### config.mk
export PLATFORM = sky130hd
export DESIGN_NAME = relogio_min_seg
export DESIGN_NICKNAME = d
export VERILOG_FILES = /design/src/rtl/relogio_pkg.sv /design/src/rtl/edge_detect.sv /design/src/rtl/relogio_min_seg.sv
export SDC_FILE = /design/constraint.sdc
export NUM_CORES = 1
export LEC_CHECK = 0
export CAP_MARGIN = 20
export CELL_PAD_IN_SITES_DETAIL_PLACEMENT = 0
export CELL_PAD_IN_SITES_GLOBAL_PLACEMENT = 1
export CORE_AREA = 2 2 70 72
export DETAILED_ROUTE_END_ITERATION = 6
export DIE_AREA = 0 0 72 74
export GPL_ROUTABILITY_DRIVEN = 0
export PLACE_DENSITY_LB_ADDON = 0.1
export SYNTH_ARGS = -nofsm -noshare
export SYNTH_HDL_FRONTEND = slang
export SYNTH_SLANG_ARGS = --single-unit
### constraint.sdc
create_clock -name clk -period 3.8 [get_ports clk]
set_input_delay 1.14 -clock clk [delete_from_list [all_inputs] [get_ports clk]]
set_output_delay 1.14 -clock clk [all_outputs]
set_load 0.005 [all_outputs]
### src/rtl/relogio_pkg.sv
// relogio_pkg: shared types and helpers for the minutes/seconds clock stage
//   state_t : RUN / SET_MIN / SET_SEC operating modes (2-bit encoding)
//   MOD60   : modulus of both the seconds and minutes fields
//   time_t  : 6-bit container for a 0..59 field
//   inc60   : increment a field modulo 60
package relogio_pkg;

    typedef enum logic [1:0] {RUN = 2'd0, SET_MIN = 2'd1, SET_SEC = 2'd2} state_t;

    localparam int MOD60 = 60;

    typedef logic [5:0] time_t;

    function automatic time_t inc60(input time_t v);
        return (v == time_t'(MOD60 - 1)) ? '0 : v + 1'b1;
    endfunction

endpackage

### src/rtl/edge_detect.sv
// edge_detect: one-cycle rising-edge detector for a synchronized button level
//   clk   : system clock
//   reset : synchronous, active-low reset
//   in    : button level, already synchronized to clk
//   rise  : high while in=1 and the previous sample was 0
// The history register resets to 1, so a button held through reset release
// is not reported as a press.
module edge_detect (
    input  logic clk,
    input  logic reset,
    input  logic in,
    output logic rise
);

    logic prev;

    always_ff @(posedge clk) begin
        if (!reset)
            prev <= 1'b1;
        else
            prev <= in;
    end

    assign rise = in & ~prev;

endmodule

### src/rtl/relogio_min_seg.sv
// relogio_min_seg: minutes/seconds timebase with button-driven set mode
//   clk      : system clock, rising edge
//   reset    : synchronous, active-low reset
//   hold     : (only with RELOGIO_HOLD_EN) freezes counting while in RUN
//   btn_mode : mode button level, cycles RUN -> SET_MIN -> SET_SEC -> RUN
//   btn_inc  : increment button level, bumps the selected field in SET modes
//   seg      : seconds 0..59
//   min      : minutes 0..59
//   mode     : 0=RUN, 1=SET_MIN, 2=SET_SEC
//   tick     : one-cycle pulse on each prescaler terminal count
//   carry    : one-cycle pulse on the 59:59 -> 00:00 rollover, for the hours stage
// Optional feature macro: RELOGIO_HOLD_EN adds the hold input.
module relogio_min_seg
    import relogio_pkg::*;
#(
    parameter int CLK_HZ  = 50_000_000,
    parameter int TICK_HZ = 1
) (
    input  logic       clk,
    input  logic       reset,
`ifdef RELOGIO_HOLD_EN
    input  logic       hold,
`endif
    input  logic       btn_mode,
    input  logic       btn_inc,
    output logic [5:0] seg,
    output logic [5:0] min,
    output logic [1:0] mode,
    output logic       tick,
    output logic       carry
);

    localparam int PRESC = CLK_HZ / TICK_HZ;
    localparam int PW    = (PRESC < 2) ? 1 : $clog2(PRESC);

    generate
        if (PRESC < 2) begin : g_bad_presc
            $error("relogio_min_seg: CLK_HZ/TICK_HZ must be >= 2");
        end
    endgenerate

    state_t        state, next_state;
    logic [PW-1:0] presc;
    time_t         seg_q, min_q;
    logic          tick_q, carry_q;
    logic          mode_ev, inc_ev, presc_end, frozen;

    edge_detect u_mode (.clk(clk), .reset(reset), .in(btn_mode), .rise(mode_ev));
    edge_detect u_inc  (.clk(clk), .reset(reset), .in(btn_inc),  .rise(inc_ev));

`ifdef RELOGIO_HOLD_EN
    assign frozen = hold;
`else
    assign frozen = 1'b0;
`endif

    always_comb begin
        next_state = (state == RUN)     ? SET_MIN :
                     (state == SET_MIN) ? SET_SEC : RUN;
    end

    assign presc_end = (presc == PW'(PRESC - 1));

    // A mode event takes priority over everything else in its cycle: the
    // increment is dropped and the prescaler restarts from 0, so leaving
    // SET_SEC gives a full PRESC-cycle wait before the first tick.
    always_ff @(posedge clk) begin
        if (!reset) begin
            state   <= RUN;
            presc   <= '0;
            seg_q   <= '0;
            min_q   <= '0;
            tick_q  <= 1'b0;
            carry_q <= 1'b0;
        end else begin
            tick_q  <= 1'b0;
            carry_q <= 1'b0;
            if (mode_ev) begin
                state <= next_state;
                presc <= '0;
            end else if (state == RUN) begin
                if (!frozen) begin
                    if (presc_end) begin
                        presc  <= '0;
                        tick_q <= 1'b1;
                        seg_q  <= inc60(seg_q);
                        if (seg_q == time_t'(MOD60 - 1)) begin
                            min_q <= inc60(min_q);
                            if (min_q == time_t'(MOD60 - 1))
                                carry_q <= 1'b1;
                        end
                    end else begin
                        presc <= presc + 1'b1;
                    end
                end
            end else if (inc_ev) begin
                if (state == SET_MIN)
                    min_q <= inc60(min_q);
                else if (state == SET_SEC)
                    seg_q <= inc60(seg_q);
            end
        end
    end

    assign seg   = seg_q;
    assign min   = min_q;
    assign mode  = state;
    assign tick  = tick_q;
    assign carry = carry_q;

endmodule

==> summary.md, run 1 <==
| Metric | Value |
|---|---|
| Share of cells above drive strength 1 | 0.09302 |
| Skew-Pair Late Insertion Delay | roughly 290 ps |
| Clk sinks | 44 |
| Core area | 4598 µm² |
| Die ar. | 5328 µm² |
| Fin. Hold Viols | 0 |
| Setup WS post-layout | 1264 ps |
| Post-CTS sizing | 0 |
| Worst path bufs/invs | 1 |
| Final setup fails | 0 |
| CTS Hold Bufs | 0 |
| Slew margin rel. | 0.6248 |
| Mapped cell area | ~2100 µm² |
| CTS Buffer Depth | 2 |
| Row cnt | 25 |
| Die height | 74 µm |
| Clock power frac | 0.372 |
| Nets | between 200 and 300 |
| Antenna cell count | 0 |
| Crit path DAT | 1400 ps |
| Post-synth EDFFs | 0 |
| #FFs+latches synth | 44 |
| Grt ovf | 0 |
| Post-Syn Nets | 242 |
| Synth-to-layout area growth | 16.42% |
| Synth async-reset ratio | 0 |
| Critical Path Max Stage Delay | 580 ps |
| Syn Inst Count | between 200 and 250 |
| Critical-path top delay cell | clkdlybuf4s50_1 |
| Part of the power in registers | 0.586 |
| Design area | 2404 µm² |
| Via count | 1642 |
| Required @ worst endpoint | 2660 ps |
| NetSw | 175.2 µW |
| Fin crit share | 0.6674 |
| Outcome | finished clean |
| Seq/Total Area, Yosys | 0.4267 |
| Vias per Instance | 5.263 |
| Pint | 629.0 µW |
| Setup Fix Bufs, Post-CTS | 0 |
| Pin count of the biggest net entering global routing | 26 |
| Die W | 72 µm |
| Slew Viols, Final | 0 |
| Combinational share of power | 0.042 |
| Worst-margin pin slew | 557.6 ps |
| Period minus WS final | 2536 ps |
| Post-DR wirelength/cell | between 10 and 15 µm |
| Post-DP Area | roughly 2300 µm² |
| Delay-heaviest family, CP | buffers and inverters |
| Starting Density | 0.4490 |
| Startpoint types | flip-flop |
| Critical path capture point type | primary output |
| Min-delay worst type | flip-flop to flip-flop |
| DRC errors left | 0 |
| Sum Neg Setup Slack | 0 ps |
| CTS tree | built |
| Leak pwr | 0.0008723 µW |
| WS Path Type | flip-flop to primary output |
| F_max | approximately 400 MHz |
| Clk slew on worst S/H paths | 80 ps |
| Crit Path Max Fanout | 9 |
| Net Sw Frac | 0.2178 |
| Initial drt markers | 67 |
| Placement Setup Slack | 1066 ps |
| Peak supply drop | between 0.00015 and 0.0002 V |
| Min Hold Slack | 506.3 ps |
| Gr usage total | 0.1624 |
| Final Skew | about 3.7 ps |
| Pwr Total | 804.1 µW |
| Initial antenna violation count | 0 |
| First-pass GRT wire length | 6.886 mm |
| RSZ-0062 raised after global routing | no |
| Max-cap violations | 0 |
| Pwr Density | 334.6 nW/µm² |
| Dpl hpwl | 2.804 mm |
| Num ports | 20 |
| Vias in the first global route | 1522 |
| Count of cell types in the netlist | 43 |
| CP Cell Sequence | clkdlybuf4s50_1 |
| Number of H-tree levels | 2 |
| Routed Wire Length | 3.976 mm |
| Synth warn | 0 |
| CTS buffer count | 5 |
| IO buf count | 19 |
| Drt pass-1 iters | 4 |
| Synth Flop Type | dfxtp_1 |
| Average cell area after synthesis | 8.785 µm² |
| Root Driver | clkbuf_8 |
| Routed Antenna Nets | 0 |
==> metal layers <==
layer	vias up	track usage	routed length, µm
li1	864	-	-
met1	753	0.2349	2177
met2	18	0.2356	1645
met3	7	0.04065	101
met4	0	0.05660	51
met5	-	0	0
==> worst paths after layout <==
path	to	slack [ps]	depth (start not counted)	from
worst max-delay path	mode[0]	1260	1	mode[0]$_SDFFE_PN0P_
worst min-delay path	min[0]$_SDFFE_PN0P_	510	2	min[0]$_SDFFE_PN0P_
worst max register to register	seg[4]$_SDFFE_PN0P_	1720	6	presc[3]$_SDFFE_PP0N_
worst min register to register	min[0]$_SDFFE_PN0P_	510	2	min[0]$_SDFFE_PN0P_
==> logic make-up after synthesis <==
| logic type | after synthesis | synth area share |
|---|---|---|
| AO/OA/AOI/OAI | 24 | 0.08242 |
| AND/OR/NAND/NOR | 129 | 0.3449 |
| buffers and inverters | 9 | 0.01697 |
| XOR/XNOR | 25 | 0.1061 |
| flip-flops | 44 | 0.4267 |
| adder cells (fa/ha/maj) | 3 | 0.01818 |
| multiplexers | 1 | 0.004849 |
==> state kept, by name, summed over array words and instances, names as in the netlist <==
name,count
seg,6
u_inc.prev,1
min,6
u_mode.prev,1
presc,26
tick,1
mode,2
carry,1
==> placed cells by master, fill, tap and decap left out, types with 3 or more instances in the layout <==
| cell | instances |
|---|---|
| dfxtp_1 | 44 |
| nor2_1 | 39 |
| nand2_1 | 28 |
| clkdlybuf4s50_1 | 19 |
| xor2_1 | 18 |
| nand3_1 | 15 |
| o21ai_0 | 9 |
| nand4_1 | 8 |
| xnor2_1 | 7 |
| o211ai_1 | 6 |
| clkbuf_8 | 6 |
| nor3_1 | 4 |
| and3_1 | 4 |
| nand3b_1 | 4 |
| nand2b_1 | 3 |
| inv_1 | 3 |
| o221a_2 | 3 |
| ha_1 | 3 |
==> layout make-up <==
cell class	count	area (µm²)
Timing Repair Buffer	21	205.2
Fill cell	442	2195
Tap cell	54	67.56
Inverter	3	11.26
Multi-Input combinational cell	182	1149
Clock buffer	8	90.09
Sequential cell	44	880.8
==> cell usage after synthesis, types with 2 or more instances <==
cell type | number | area [µm²]
nand3_1 | 15 | 75.07
dfxtp_1 | 44 | 880.8
o221a_2 | 3 | 33.78
xnor2_1 | 7 | 61.31
or3b_1 | 2 | 17.52
o211ai_1 | 6 | 45.04
nand2b_1 | 3 | 18.77
nand4_1 | 8 | 50.05
nand4_2 | 2 | 25.02
nor4_1 | 2 | 12.51
nand3b_1 | 4 | 30.03
inv_1 | 3 | 11.26
nand4b_1 | 2 | 17.52
xor2_1 | 18 | 157.7
nor3_1 | 4 | 20.02
and2_1 | 2 | 12.51
clkbuf_1 | 5 | 18.77
o21ai_0 | 9 | 45.04
and3_1 | 4 | 25.02
nor2_1 | 39 | 146.4
and4bb_2 | 2 | 25.02
ha_1 | 3 | 37.54
nand2_1 | 28 | 105.1
==> power groups by stage <==
stage | combinational (µW) | clock [µW] | sequential [µW]
floorplan | 21.9 | 0 | 481
global placement | 34.1 | 0 | 482
detailed placement | 33.8 | 0 | 482
CTS | 34.2 | 317 | 471
global route | 38.1 | 332 | 472
finish | 34.0 | 299 | 471
==> through the flow <==
stage,util,std cells
after global routing,0.5227,312
after CTS,0.5227,312
after global placement,0.5031,304
after floorplan,-,235
final,0.5227,312
after detailed placement,0.5031,304
(Power assumes the default switching activity.)
==> inputs of run 2 (changes only) <==
Settings changed: CORE_AREA 2 2 70 72 to 2 2 73 75, DIE_AREA 0 0 72 74 to 0 0 75 77.
Clock period 3.8 ns to 2.5 ns, I/O delays scaled along.
==> run 2 against run 1 <==
Effect of this change:
- core utilization shrank 2.5 points
- sequential power increased by 52%
- critical path type unchanged
- clock power rose by 99%
- wire length up 2.8%
- flip-flop and latch count stayed put
- highest routed layer unchanged
- first-iteration DRC count shrank 42%
==> summary.md, run 2 (synthesis results as in run 1) <==
| Metric | Value |
|---|---|
| Outcome | finished clean |
| Peak supply drop | ~0.00023 V |
| Max-cap violations | 0 |
| Highest-count cells in the layout ignoring fill and taps | dfxtp_1 (44), nor2_1 (39), nand2_1 (28) |
| Sum Neg Setup Slack | 0 ps |
| CTS tree | built |
| CTS Hold Bufs | 0 |
| # fillers | 500 |
| Routed Antenna Nets | 0 |
| Final Skew | 3.490 ps |
| DP Cell Count | 322 |
| Delay-heaviest family, CP | buffers and inverters |
| WS Path Type | flip-flop to primary output |
| Fin crit share | 0.8625 |
| Setup crit end | mode[0] |
| Slew Viols, Final | 0 |
| CP Cell Sequence | clkdlybuf4s50_1 |
| Post-DP Area | 2349 µm² |
| Dpl hpwl | 2.908 mm |
| Pwr Total | approximately 1400 µW |
| Startpoint types | flip-flop |
| RR Endpoint | seg[4]$_SDFFE_PN0P_ |
| Design area | 2475 µm² |
| Drt pass-1 iters | 4 |
| Via count | 1663 |
| Routed Wire Length | 4.087 mm |
| Worst-margin pin slew | ~450 ps |
| Die W | around 75 µm |
| Biggest register | presc |
| Sequential cell area | 880.8 µm² |
| Core Util, Final | 0.4972 |
| Leak pwr | 0.0009010 µW |
| Num ports | 20 |
| CTS buffer count | 5 |
| Post-CTS sizing | 0 |
| Die height | approximately 77 µm |
| Die ar. | 5775 µm² |
| Nets | 266 |
| Vias in the first global route | 1583 |
| Crit Path Max Fanout | 9 |
| Critical-path top delay cell | clkdlybuf4s50_1 |
| Antenna cell count | 0 |
| RSZ-0062 raised after global routing | no |
| Slew margin rel. | 0.6983 |
| Critical Path Max Stage Delay | 570 ps |
| Pin count of the biggest net entering global routing | 26 |
| Min-delay worst type | flip-flop to flip-flop |
| Grt ovf | 0 |
| Vias per Instance | 5.039 |
| Initial drt markers | 39 |
| Reg2Reg Setup Slack | 370 ps |
| Skew-Pair Late Insertion Delay | 300 ps |
| Commonest non-fill, non-tap cell in the layout | dfxtp_1 |
| Number of flip-flops under the largest register name | 26 |
| Root Driver | clkbuf_8 |
| Final setup fails | 0 |
| Non-filler cells in the finished layout | 330 |
| CTS Buffer Depth | 2 |
| Clk sinks | 44 |
| Core area | roughly 5000 µm² |
| F_max | 463.8 MHz |
| Starting Density | 0.4148 |
| IO buf count | 19 |
| Area used by multi-input combinational logic | 1149 µm² |
| Crit path DAT | ~1400 ps |
| Fin. Hold Viols | 0 |
| Period minus WS final | 2156 ps |
| Synth-to-layout area growth | 19.88% |
| Number of H-tree levels | 2 |
| Post-DR wirelength/cell | 12.38 µm |
| Worst path bufs/invs | 1 |
| DRC errors left | 0 |
| Worst setup startpoint | mode[0]$_SDFFE_PN0P_ |
| Pwr Density | 551.3 nW/µm² |
| Reg2reg start | presc[6]$_SDFFE_PP0N_ |
| Critical path depth | 1 |
| Required @ worst endpoint | 1750 ps |
| Share of cells above drive strength 1 | 0.1077 |
| Initial antenna violation count | 0 |
| Setup Fix Bufs, Post-CTS | 0 |
| Critical path capture point type | primary output |
| Row cnt | 26 |
| Clk slew on worst S/H paths | 80 ps |
| First-pass GRT wire length | about 7.4 mm |
| Worst r2r path cells | 6 |
| Gr usage total | 0.1606 |
[run 2: cell types whose count changed in the layout (fill, tap and decap cells not counted)]
cell | previous run | this run
clkbuf_8 | 6 | 7
bufinv_16 | 0 | 1
buf_4 | 2 | 4
clkbuf_1 | 2 | 0
[run 2: per-stage QoR]
step | setup slack (ps) | hold slack (ps)
after global routing | 134.9 | 551.2
after floorplan | 642.8 | 460.9
after global placement | 209.7 | 479.5
final | 343.8 | 502.8
after CTS | 323.3 | 501.2
after detailed placement | 195.3 | 486.4
[run 2: area by class of cell]
cell class	count	area share
Tap cell	70	0.03539
Multi-Input combinational cell	182	0.4641
Clock buffer	7	0.03893
Timing Repair Buffer	23	0.08898
Sequential cell	44	0.3559
Inverter	3	0.004550
Clock inverter	1	0.01213
[run 2: where the power goes]
group | internal [µW] | switching, µW | total (µW)
sequential | 708 | 8.02 | 716
clock | 353 | 243 | 596
combinational | 23.6 | 29.1 | 52.7
total | 1080 | 280 | 1360
[run 2: worst min path at each step]
| stage | slack, ps | to | from | cells past startpoint |
|---|---|---|---|---|
| final | 500 | presc[1]$_SDFFE_PP0N_ | presc[1]$_SDFFE_PP0N_ | 2 |
| after global routing | 550 | min[0]$_SDFFE_PN0P_ | min[0]$_SDFFE_PN0P_ | 2 |
| after CTS | 500 | presc[1]$_SDFFE_PP0N_ | presc[1]$_SDFFE_PP0N_ | 2 |
| after detailed placement | 490 | presc[1]$_SDFFE_PP0N_ | presc[1]$_SDFFE_PP0N_ | 2 |
| after global placement | 480 | presc[1]$_SDFFE_PP0N_ | presc[1]$_SDFFE_PP0N_ | 2 |
| after floorplan | 460 | presc[1]$_SDFFE_PP0N_ | presc[1]$_SDFFE_PP0N_ | 2 |
[run 2: metal layers]
| layer | share of wire | wire (µm) | GRT usage | vias to the layer above |
|---|---|---|---|---|
| met4 | 0.017 | 68 | 0.06071 | 0 |
| met3 | 0.035 | 145 | 0.04205 | 7 |
| met2 | 0.41 | 1690 | 0.2228 | 22 |
| met5 | 0 | 0 | 0 | - |
| met1 | 0.53 | 2182 | 0.2348 | 767 |
| li1 | - | - | - | 867 |
==> inputs of run 3 (changes only) <==
Settings changed: TNS_END_PERCENT from default to 5.
==> results of run 3 <==
Same layout as run 2: the final DEF is identical, and so are final timing and power.
